### config.mk
export PLATFORM = sky130hd
export DESIGN_NAME = vga_timing_gen
export DESIGN_NICKNAME = d
export VERILOG_FILES = /design/src/rtl/vga_timing_gen.sv
export SDC_FILE = /design/constraint.sdc
export NUM_CORES = 1
export LEC_CHECK = 0
export CAP_MARGIN = 20
export CELL_PAD_IN_SITES_DETAIL_PLACEMENT = 1
export CELL_PAD_IN_SITES_GLOBAL_PLACEMENT = 1
export CORE_UTILIZATION = 38
export DETAILED_ROUTE_END_ITERATION = 12
export PLACE_DENSITY_LB_ADDON = 0.15
export SLEW_MARGIN = 20
export SYNTH_ARGS = -nofsm -noshare
export SYNTH_HDL_FRONTEND = slang
export SYNTH_SLANG_ARGS = --single-unit
### constraint.sdc
create_clock -name vga_clk -period 2.8 [get_ports vga_clk]
set_input_delay 0.56 -clock vga_clk [delete_from_list [all_inputs] [get_ports vga_clk]]
set_output_delay 0.56 -clock vga_clk [all_outputs]
set_load 0.01 [all_outputs]
### src/rtl/vga_timing_gen.sv
// VGA 640x480@60 raster timing: pixel counters, syncs, blank and line/frame strobes.
// Define VGA_PIX_DIV2_EN to run from a 2x clock with an internal pixel-enable toggle.
module vga_timing_gen #(
  parameter int unsigned H_VISIBLE = 640,
  parameter int unsigned H_FRONT   = 16,
  parameter int unsigned H_SYNC    = 96,
  parameter int unsigned H_BACK    = 48,
  parameter int unsigned V_VISIBLE = 480,
  parameter int unsigned V_FRONT   = 10,
  parameter int unsigned V_SYNC    = 2,
  parameter int unsigned V_BACK    = 33
) (
  input  logic       vga_clk,
  input  logic       reset_n,
  output logic       hs,
  output logic       vs,
  output logic       blank,
  output logic       sync,
  output logic [9:0] DrawX,
  output logic [9:0] DrawY,
  output logic       line_end,
  output logic       frame_end,
  output logic       pix_en
);

  localparam int unsigned HTotal   = H_VISIBLE + H_FRONT + H_SYNC + H_BACK;
  localparam int unsigned VTotal   = V_VISIBLE + V_FRONT + V_SYNC + V_BACK;
  localparam int unsigned HsFirst  = H_VISIBLE + H_FRONT;
  localparam int unsigned HsLast   = H_VISIBLE + H_FRONT + H_SYNC - 1;
  localparam int unsigned VsFirst  = V_VISIBLE + V_FRONT;
  localparam int unsigned VsLast   = V_VISIBLE + V_FRONT + V_SYNC - 1;

  logic [9:0] hc_q, hc_d;
  logic [9:0] vc_q, vc_d;
  logic       hs_q, hs_d;
  logic       vs_q, vs_d;
  logic       blank_q, blank_d;
  logic       h_last;
  logic       v_last;

`ifdef VGA_PIX_DIV2_EN
  logic toggle_q;

  always_ff @(posedge vga_clk or negedge reset_n) begin
    if (!reset_n) begin
      toggle_q <= 1'b0;
    end else begin
      toggle_q <= ~toggle_q;
    end
  end

  assign pix_en = toggle_q;
`else
  assign pix_en = 1'b1;
`endif

  assign h_last = (hc_q == 10'(HTotal - 1));
  assign v_last = (vc_q == 10'(VTotal - 1));

  always_comb begin
    hc_d = hc_q;
    vc_d = vc_q;
    if (pix_en) begin
      if (h_last) begin
        hc_d = '0;
        vc_d = v_last ? '0 : vc_q + 10'd1;
      end else begin
        hc_d = hc_q + 10'd1;
      end
    end
  end

  // Decode from next-state counts so the registered outputs line up with DrawX/DrawY.
  always_comb begin
    hs_d    = !((hc_d >= 10'(HsFirst)) && (hc_d <= 10'(HsLast)));
    vs_d    = !((vc_d >= 10'(VsFirst)) && (vc_d <= 10'(VsLast)));
    blank_d = (hc_d < 10'(H_VISIBLE)) && (vc_d < 10'(V_VISIBLE));
  end

  always_ff @(posedge vga_clk or negedge reset_n) begin
    if (!reset_n) begin
      hc_q    <= '0;
      vc_q    <= '0;
      hs_q    <= 1'b1;
      vs_q    <= 1'b1;
      blank_q <= 1'b1;
    end else begin
      hc_q    <= hc_d;
      vc_q    <= vc_d;
      hs_q    <= hs_d;
      vs_q    <= vs_d;
      blank_q <= blank_d;
    end
  end

  assign DrawX     = hc_q;
  assign DrawY     = vc_q;
  assign hs        = hs_q;
  assign vs        = vs_q;
  assign blank     = blank_q;
  assign sync      = 1'b0;
  assign line_end  = pix_en && h_last;
  assign frame_end = line_end && v_last;

endmodule
; Yosys cells after proc, flatten, opt, wreduce, memory -nomap -nowiden
; Cells that the tools add are included.
; Widths: inputs -> output; s select.
[word_totals]
elab_cells = 24
ram_bits = 0
n_memories = 0
out_inout_bits = 27
register_bits = 23
mem_bits_ro = 0
in_bits = 2
latchBits = 0
[op_classes]
muxes = 3
n_eq_ne = 2
reduce_logical = 6
magnitude_cmp = 6
shift = 0
n_mul = 0
div = 0
bitwise = 0
n_addsub = 2
[op_table]
columns = cell, count
row1 = $mux 10, 3
row2 = $add 10x1->10 const B, 2
row3 = $eq 10x10->1 const B, 2
row4 = $ge 10x10->1 const B, 1
row5 = $ge 10x9->1 const B, 1
row6 = $le 10x10->1 const B, 1
row7 = $le 10x9->1 const B, 1
row8 = $lt 10x10->1 const B, 1
row9 = $lt 10x9->1 const B, 1
row10 = $logic_and 1x1->1, 4
row11 = $logic_not 1->1, 2

; Logic depth before layout (Yosys ltp)
; Gate-level depths: netlist of run 1.
[depth]
ltp_word = 6
ltp_mapped = 7
depth_no_buf = 7

; Worst setup path before layout of run 1
; OpenSTA, ideal clock, no wires.
[synth_timing]
path_type = reg2out
from = register hc_q[0], in the netlist DrawX[0]
to = output frame_end
setup_slack_ps = 439
path_buffers = 1
stages_incl_launch_ff = 6
t_arrival_ps = 1801
required_ps = 2240
cell_sequence = dfrtp_1 ha_1 nand4_1 nor3_4 buf_2 and2_1
[synth_via]
elab_chain_cells = 2
[synth_lines]
columns = item, line_no
row1 = "start, declared", 33  ; logic [9:0] hc_q, hc_d;
row2 = "start signal, assigned", 82  ; hc_q <= '0;
row3 = "start signal, assigned", 88  ; hc_q <= hc_d;
row4 = $eq 10x10->1, 57  ; assign h_last = (hc_q == 10'(HTotal - 1));
row5 = net line_end, 21  ; output logic line_end,
row6 = $logic_and 1x1->1, 103  ; assign frame_end = line_end && v_last;
row7 = "end, declared", 22  ; output logic frame_end,
; The timed path passes the listed nets, and every way through them passes these cells.

; Worst setup path in the final report of run 1
[layout_timing]
from = register hc_q[0], in the netlist DrawX[0]
to = output line_end
[layout_via]
elab_chain_cells = 1
[layout_lines]
columns = item, line_no
row1 = $eq 10x10->1, 57
row2 = "end, declared", 21
; Every way passes these cells.

==> metrics.txt, run 1 <==
# TYPE chip_impl_metric gauge
chip_impl_info{name="status",value="finished clean"} 1
chip_impl_metric{name="power_frac_comb",unit=""} 0.020
chip_impl_metric{name="yosys-mux-area-fraction",unit=""} 0.00726
chip_impl_metric{name="maximum_number_of_pins_on_one_net_before_global_route_repair",unit=""} 24
chip_impl_metric{name="xor_xnor_fraction_of_synth_area",unit=""} 0.0635
chip_impl_metric{name="synth_top_area_frac",unit=""} 0.363
chip_impl_metric{name="die_width",unit="um"} 62.2
chip_impl_info{name="synth_top_cells_by_count",value="20 x sky130_fd_sc_hd__dfrtp_1, 15 x sky130_fd_sc_hd__nor2_1, 11 x sky130_fd_sc_hd__nand2_1"} 1
chip_impl_metric{name="synthesis.yosys.warnings",unit=""} 0
chip_impl_metric{name="fill_cells",unit=""} 404
chip_impl_metric{name="synth-edff-count",unit=""} 0
chip_impl_metric{name="grt_usage",unit=""} 0.193
chip_impl_metric{name="totalNegativeSetupSlack",unit="ns"} 0
chip_impl_metric{name="grt_remaining_overflow",unit=""} 0
chip_impl_metric{name="drv.max_cap_violation_count",unit=""} 0
chip_impl_metric{name="detail-route-antenna-nets",unit=""} 0
chip_impl_metric{name="antennaDiodeCount",unit=""} 0
chip_impl_info{name="worstSetupEndpointType",value="output pin"} 1
chip_impl_metric{name="crit_required",unit="ns"} 2.24
chip_impl_metric{name="postSynthCellCount",unit=""} 148
chip_impl_metric{name="synth-compound-area-share",unit=""} 0.143
chip_impl_metric{name="cts_buffer_depth",unit=""} 2
chip_impl_metric{name="skew",unit="ns"} 0.00762
chip_impl_metric{name="finish.cell_count_without_fillers",unit=""} 228
chip_impl_metric{name="post-dp-hpwl",unit="um"} 2660
chip_impl_metric{name="post_drt_via_cell_ratio",unit=""} 5.36
chip_impl_metric{name="clkPwrFrac",unit=""} 0.316
chip_impl_metric{name="fmax",unit="GHz"} 0.372
chip_impl_metric{name="finalNetCount",unit=""} 189
chip_impl_metric{name="portBuffers",unit=""} 26
chip_impl_info{name="rsz0062_at_grt",value="false"} 1
chip_impl_metric{name="placedInstanceArea",unit="um^2"} 1720
chip_impl_metric{name="switching_share",unit=""} 0.220
chip_impl_metric{name="grt_antenna_before_repair",unit=""} 0
chip_impl_metric{name="clock_sink_count",unit=""} 23
chip_impl_metric{name="clk-insertion-delay-late",unit="ns"} 0.31
chip_impl_metric{name="placementRows",unit=""} 21
chip_impl_metric{name="first_pass_grt_wire_length",unit="um"} 6020
chip_impl_metric{name="synth_nets",unit=""} 154
chip_impl_metric{name="path_clk_slew",unit="ns"} 0.13
chip_impl_info{name="synth_top_flop_cell",value="sky130_fd_sc_hd__dfrtp_1"} 1
chip_impl_metric{name="hold_ws",unit="ns"} 0.576
chip_impl_metric{name="design.die.area",unit="um^2"} 3870
chip_impl_metric{name="finalHoldViolations",unit=""} 0
chip_impl_metric{name="reg2regPathDepth",unit=""} 7
chip_impl_info{name="synth_top_cells_by_area",value="sky130_fd_sc_hd__dfrtp_1 36%, sky130_fd_sc_hd__dfstp_2 5.7%, sky130_fd_sc_hd__nor2_1 4.1%, sky130_fd_sc_hd__ha_1 3.6%, sky130_fd_sc_hd__xnor2_1 3.2%"} 1
chip_impl_metric{name="static_leakage",unit="nW"} 0.756
chip_impl_info{name="yosys.cell_count.top_type",value="sky130_fd_sc_hd__dfrtp_1"} 1
chip_impl_metric{name="finalCriticalPeriod",unit="ns"} 2.69
chip_impl_metric{name="synth-adder-area-share",unit=""} 0.0363
chip_impl_metric{name="synth_sequential_area_ratio",unit=""} 0.420
chip_impl_metric{name="stdcell_area",unit="um^2"} 1770
chip_impl_metric{name="die_height",unit="um"} 62.2
chip_impl_metric{name="totalWireLength",unit="um"} 3500
chip_impl_info{name="tritoncts_clock_tree",value="done"} 1
chip_impl_metric{name="seqPwrFrac",unit=""} 0.665
chip_impl_metric{name="drc_errors",unit=""} 0
chip_impl_metric{name="cts_buffer_count",unit=""} 3
chip_impl_metric{name="ff_latch_count_synth",unit=""} 23
chip_impl_metric{name="cellInternalPower",unit="mW"} 0.390
chip_impl_metric{name="setup-violations-final",unit=""} 0
chip_impl_metric{name="power-per-cell-area",unit="nW/um^2"} 282
chip_impl_info{name="cp_launch_type",value="register"} 1
chip_impl_info{name="critical_path_class",value="reg -> out"} 1
chip_impl_metric{name="via_count_of_the_first_global_routing_pass",unit=""} 1265
chip_impl_metric{name="drt_first_pass_iters",unit=""} 4
chip_impl_metric{name="report.final.slew_viol_count",unit=""} 0
chip_impl_metric{name="worst_hold_path.num_cells",unit=""} 1
chip_impl_info{name="largest_family_of_logic_cells_by_synthesized_area",value="simple AND/OR/NAND/NOR gates"} 1
chip_impl_info{name="synth_top_area_cell",value="sky130_fd_sc_hd__dfrtp_1"} 1
chip_impl_metric{name="route.detailed.wl_per_inst",unit="um"} 15.4
chip_impl_metric{name="flow.area_growth_from_synthesis",unit="%"} 28.7
chip_impl_metric{name="max-vdd-ir-drop",unit="mV"} 0.149
chip_impl_metric{name="detailedRoute.firstIterationViolations",unit=""} 54
chip_impl_metric{name="place_inst",unit=""} 221
chip_impl_metric{name="async_flop_share",unit=""} 1.00
chip_impl_metric{name="power.net_switching",unit="mW"} 0.110
chip_impl_metric{name="syn_avg_cell_area",unit="um^2"} 9.32
chip_impl_metric{name="postCtsHoldBufs",unit=""} 0
chip_impl_metric{name="post_synth_instance_area",unit="um^2"} 1380
chip_impl_metric{name="number_of_h_tree_branching_levels",unit=""} 1
chip_impl_metric{name="synth.lib_cells_used.distinct",unit=""} 51
chip_impl_metric{name="floorplan.io_pins",unit=""} 29
chip_impl_info{name="path_category_of_the_worst_min_delay_check",value="reg -> reg"} 1
chip_impl_metric{name="synthSimpleGateAreaFrac",unit=""} 0.270
chip_impl_metric{name="initial_core_util",unit=""} 0.404
chip_impl_metric{name="gpl.final_weighted_congestion",unit=""} 0.863
chip_impl_info{name="cts-root-buf",value="sky130_fd_sc_hd__clkbuf_4"} 1
chip_impl_metric{name="core-area",unit="um^2"} 3420
chip_impl_metric{name="worst-path-max-fanout",unit=""} 7
chip_impl_metric{name="cp_data_arrival_time",unit="ns"} 2.13
chip_impl_metric{name="layout-drive-gt1-share",unit=""} 0.159
chip_impl_metric{name="num_vias",unit=""} 1221
chip_impl_metric{name="period_share",unit=""} 0.960
-- critical path, stage by stage, from the launching register on --
cell,delay [ns]
sky130_fd_sc_hd__dfrtp_1,0.48
sky130_fd_sc_hd__ha_2,0.29
sky130_fd_sc_hd__nand4_1,0.19
sky130_fd_sc_hd__nor3_4,0.27
sky130_fd_sc_hd__clkdlybuf4s50_1,0.59
-- flip-flops by register name, summed over array words and instances, names as in the netlist --
name	flops
DrawY	10
vs	1
blank	1
hs	1
DrawX	10
-- stage by stage --
step | utilization | power (mW) | setup WS (ns)
finish | 0.519 | 0.500 | 0.112
global route | 0.519 | 0.519 | 0.00360
CTS | 0.513 | 0.507 | 0.0217
detailed placement | 0.505 | 0.349 | 0.239
global placement | 0.505 | 0.349 | 0.242
floorplan | - | 0.342 | 0.439
-- path summary, 6_finish.rpt --
check                               from  endpoint  slack, ns
worst max register to register  DrawX[0]        vs       0.53
worst min register to register  DrawY[7]  DrawY[7]       0.58
worst min-delay path            DrawY[7]  DrawY[7]       0.58
min in group asynchronous        reset_n  DrawY[5]       0.59
worst max-delay path            DrawX[0]  line_end       0.11
max in group asynchronous        reset_n        hs       1.92
-- metal layers --
metal | up-vias | share of wire | track usage | wire [um]
li1 | 584 | - | - | -
met1 | 602 | 0.48 | 0.263 | 1670
met2 | 33 | 0.48 | 0.320 | 1670
met3 | 2 | 0.043 | 0.0331 | 149
met4 | 0 | 0.0054 | 0.0407 | 19
met5 | - | 0 | 0 | 0
-- what timing repair did --
| item | 4_1_cts | 5_1_grt |
|---|---|---|
| gates cloned | 0 | 0 |
| pin swaps | 0 | 1 |
| setup buffers | 0 | 3 |
| gates resized for setup | 2 | 0 |
| endpoints found under the setup margin | 2 | 1 |
-- power groups by stage --
| stage | sequential (mW) | clock, mW | combinational [mW] |
|---|---|---|---|
| 2_1_floorplan | 0.339 | 0 | 0.00324 |
| 3_3_place_gp | 0.338 | 0 | 0.0105 |
| 3_5_place_dp | 0.338 | 0 | 0.0104 |
| 4_1_cts | 0.332 | 0.164 | 0.0105 |
| 5_1_grt | 0.333 | 0.175 | 0.0117 |
| 6_report | 0.332 | 0.158 | 0.00986 |
-- cell families (layout without fill, tap and decap cells) --
group	after synthesis	after routing
other	2	2
adders and majority gates	4	4
muxes	1	1
buffers and inverters	17	51
and+or+nand+nor	63	63
AOI/OAI and AO/OA	28	28
xor gates and xnor gates	10	10
DFF	23	23
-- cell type report --
cell class              count  area, um^2  area share
clock buffers               4        26.3      0.0148
multi-input cells         108         728       0.410
flip-flops and latches     23         579       0.327
well taps                  46        57.6      0.0324
repair buffers             38         349       0.197
inverters                   9        33.8      0.0190
-- cells in the final DEF (no fill, tap or decap), drive strengths merged, types with 4 or more instances in the layout --
master,Yosys,final
nand2,11,11
nor3,7,7
a21oi,4,4
clkdlybuf4s50,0,25
xnor2,5,5
inv,9,9
clkbuf,4,4
ha,4,4
nor2,15,15
o21ai,7,7
buf,4,12
xor2,5,5
nand3,6,6
dfrtp,20,20
No activity file was read; power rests on OpenSTA's default activity.
==> run 2: changes to the inputs <==
--- a/config.mk
+++ b/config.mk
@@ -8,8 +8,10 @@
 export CAP_MARGIN = 20
 export CELL_PAD_IN_SITES_DETAIL_PLACEMENT = 1
 export CELL_PAD_IN_SITES_GLOBAL_PLACEMENT = 1
-export CORE_UTILIZATION = 38
+export CORE_UTILIZATION = 39
+export CTS_BUF_LIST = sky130_fd_sc_hd__clkbuf_8
 export DETAILED_ROUTE_END_ITERATION = 12
+export HOLD_SLACK_MARGIN = 0.02
 export PLACE_DENSITY_LB_ADDON = 0.15
 export SLEW_MARGIN = 20
 export SYNTH_ARGS = -nofsm -noshare
==> metrics.txt, run 2 (synthesized netlist as in run 1, its figures left out) <==
# TYPE chip_impl_metric gauge
chip_impl_metric{name="floorplan.io_pins",unit=""} 29
chip_impl_metric{name="place_inst",unit=""} 221
chip_impl_info{name="path_category_of_the_worst_min_delay_check",value="reg -> reg"} 1
chip_impl_metric{name="setup-violations-final",unit=""} 0
chip_impl_metric{name="stdcell_area",unit="um^2"} 1780
chip_impl_metric{name="skew",unit="ns"} 0.00227
chip_impl_metric{name="max-vdd-ir-drop",unit="mV"} 0.189
chip_impl_info{name="worstSetupEndpointType",value="output pin"} 1
chip_impl_metric{name="finish.cell_count_without_fillers",unit=""} 226
chip_impl_metric{name="number_of_h_tree_branching_levels",unit=""} 1
chip_impl_info{name="critical_path_class",value="reg -> out"} 1
chip_impl_metric{name="finalHoldViolations",unit=""} 0
chip_impl_metric{name="via_count_of_the_first_global_routing_pass",unit=""} 1201
chip_impl_metric{name="crit_required",unit="ns"} 2.24
chip_impl_metric{name="route.detailed.wl_per_inst",unit="um"} 15.6
chip_impl_metric{name="cts_buffer_count",unit=""} 3
chip_impl_metric{name="portBuffers",unit=""} 26
chip_impl_metric{name="gpl.final_weighted_congestion",unit=""} 0.858
chip_impl_metric{name="static_leakage",unit="nW"} 0.758
chip_impl_metric{name="clk-insertion-delay-late",unit="ns"} 0.27
chip_impl_metric{name="worst_hold_path.num_cells",unit=""} 1
chip_impl_metric{name="utilization",unit=""} 0.528
chip_impl_metric{name="worst-path-max-fanout",unit=""} 7
chip_impl_metric{name="design.die.area",unit="um^2"} 3780
chip_impl_metric{name="placementRows",unit=""} 21
chip_impl_info{name="leading_cell_type_in_the_layout_fill_and_taps_excluded",value="sky130_fd_sc_hd__clkdlybuf4s50_1"} 1
chip_impl_metric{name="initial_core_util",unit=""} 0.410
chip_impl_info{name="tritoncts_clock_tree",value="done"} 1
chip_impl_metric{name="cts_buffer_depth",unit=""} 2
chip_impl_metric{name="report.final.slew_viol_count",unit=""} 0
chip_impl_metric{name="power-per-cell-area",unit="nW/um^2"} 310
chip_impl_metric{name="fmax",unit="GHz"} 0.376
chip_impl_metric{name="drv.max_cap_violation_count",unit=""} 0
chip_impl_metric{name="die_height",unit="um"} 61.5
chip_impl_metric{name="num_vias",unit=""} 1186
chip_impl_metric{name="clock_sink_count",unit=""} 23
chip_impl_metric{name="grt_antenna_before_repair",unit=""} 0
chip_impl_metric{name="core-area",unit="um^2"} 3360
chip_impl_info{name="mostFrequentLayoutCells",value="25 x sky130_fd_sc_hd__clkdlybuf4s50_1, 20 x sky130_fd_sc_hd__dfrtp_1, 15 x sky130_fd_sc_hd__nor2_1, 11 x sky130_fd_sc_hd__nand2_1"} 1
chip_impl_info{name="cts-root-buf",value="sky130_fd_sc_hd__clkbuf_8"} 1
chip_impl_info{name="cp_launch_type",value="register"} 1
chip_impl_metric{name="post-layout-total-power",unit="mW"} 0.550
chip_impl_metric{name="placedInstanceArea",unit="um^2"} 1720
chip_impl_metric{name="first_pass_grt_wire_length",unit="um"} 5600
chip_impl_metric{name="layout-drive-gt1-share",unit=""} 0.144
chip_impl_metric{name="postCtsHoldBufs",unit=""} 0
chip_impl_metric{name="totalNegativeSetupSlack",unit="ns"} 0
chip_impl_metric{name="post-dp-hpwl",unit="um"} 2640
chip_impl_metric{name="period_share",unit=""} 0.949
chip_impl_metric{name="finalNetCount",unit=""} 187
chip_impl_metric{name="path_clk_slew",unit="ns"} 0.08
chip_impl_metric{name="sequential_cell_area",unit="um^2"} 579
chip_impl_metric{name="cp_data_arrival_time",unit="ns"} 2.10
chip_impl_metric{name="maximum_number_of_pins_on_one_net_before_global_route_repair",unit=""} 24
chip_impl_metric{name="totalWireLength",unit="um"} 3530
chip_impl_metric{name="die_width",unit="um"} 61.5
chip_impl_metric{name="grt_remaining_overflow",unit=""} 0
chip_impl_metric{name="drt_first_pass_iters",unit=""} 4
chip_impl_metric{name="post_drt_via_cell_ratio",unit=""} 5.25
chip_impl_metric{name="multi_input_area",unit="um^2"} 726
chip_impl_metric{name="detailedRoute.firstIterationViolations",unit=""} 41
chip_impl_metric{name="flow.area_growth_from_synthesis",unit="%"} 28.8
chip_impl_metric{name="fill_cells",unit=""} 420
chip_impl_metric{name="drc_errors",unit=""} 0
chip_impl_metric{name="detail-route-antenna-nets",unit=""} 0
chip_impl_info{name="rsz0062_at_grt",value="false"} 1
chip_impl_metric{name="grt_usage",unit=""} 0.208
chip_impl_metric{name="finalCriticalPeriod",unit="ns"} 2.66
chip_impl_info{name="status",value="finished clean"} 1
chip_impl_metric{name="antennaDiodeCount",unit=""} 0
chip_impl_metric{name="reg2regPathDepth",unit=""} 7
-- run 2: cell type report --
cell class,instances,share of cell area
sequential,23,0.326
tap,46,0.0324
clock inverter,1,0.00211
inverter,9,0.0190
multi-input combinational,108,0.409
clock buffer,3,0.0233
timing repair buffer,36,0.188
-- run 2: per-layer routing --
layer | up-vias | track usage | wire (um)
met4 | 0 | 0.114 | 78
met1 | 574 | 0.288 | 1770
met2 | 28 | 0.314 | 1580
met5 | - | 0 | 0
met3 | 7 | 0.0273 | 108
li1 | 577 | - | -
-- run 2: per-stage QoR --
stage          worst slack [ns]  hold WS (ns)
5_1_grt                  0.0373         0.573
2_1_floorplan             0.439         0.264
3_5_place_dp              0.223         0.543
6_report                  0.143         0.545
3_3_place_gp              0.243         0.517
4_1_cts                  0.0249         0.557
-- run 2: path summary, 6_finish.rpt --
kind | start | to | slack, ns
setup / recovery | DrawX[0] | line_end | 0.14
hold / removal | DrawY[8] | DrawY[8] | 0.54
setup reg to reg | DrawX[0] | vs | 0.49
hold reg to reg | DrawY[8] | DrawY[8] | 0.54
max in group asynchronous | reset_n | hs | 1.87
min in group asynchronous | reset_n | DrawY[5] | 0.64
-- run 2: critical path, cell delays in order, from the launching register on --
cell	delay (ns)
sky130_fd_sc_hd__dfrtp_1	0.45
sky130_fd_sc_hd__ha_1	0.30
sky130_fd_sc_hd__nand4_1	0.22
sky130_fd_sc_hd__nor3_4	0.28
sky130_fd_sc_hd__clkdlybuf4s50_1	0.58
-- run 2: where the power goes --
group	leakage, nW	switching (mW)	internal (mW)
logic	0.435	0.00771	0.00214
clock network	0.0269	0.110	0.0981
registers	0.297	0	0.332
-- run 2: what timing repair did --
action / in CTS / in global routing
cloned: 0 / 0
resized for setup: 1 / 0
setup buffers: 0 / 1
setup endpoints to repair: 1 / 1
pin swaps: 0 / 1
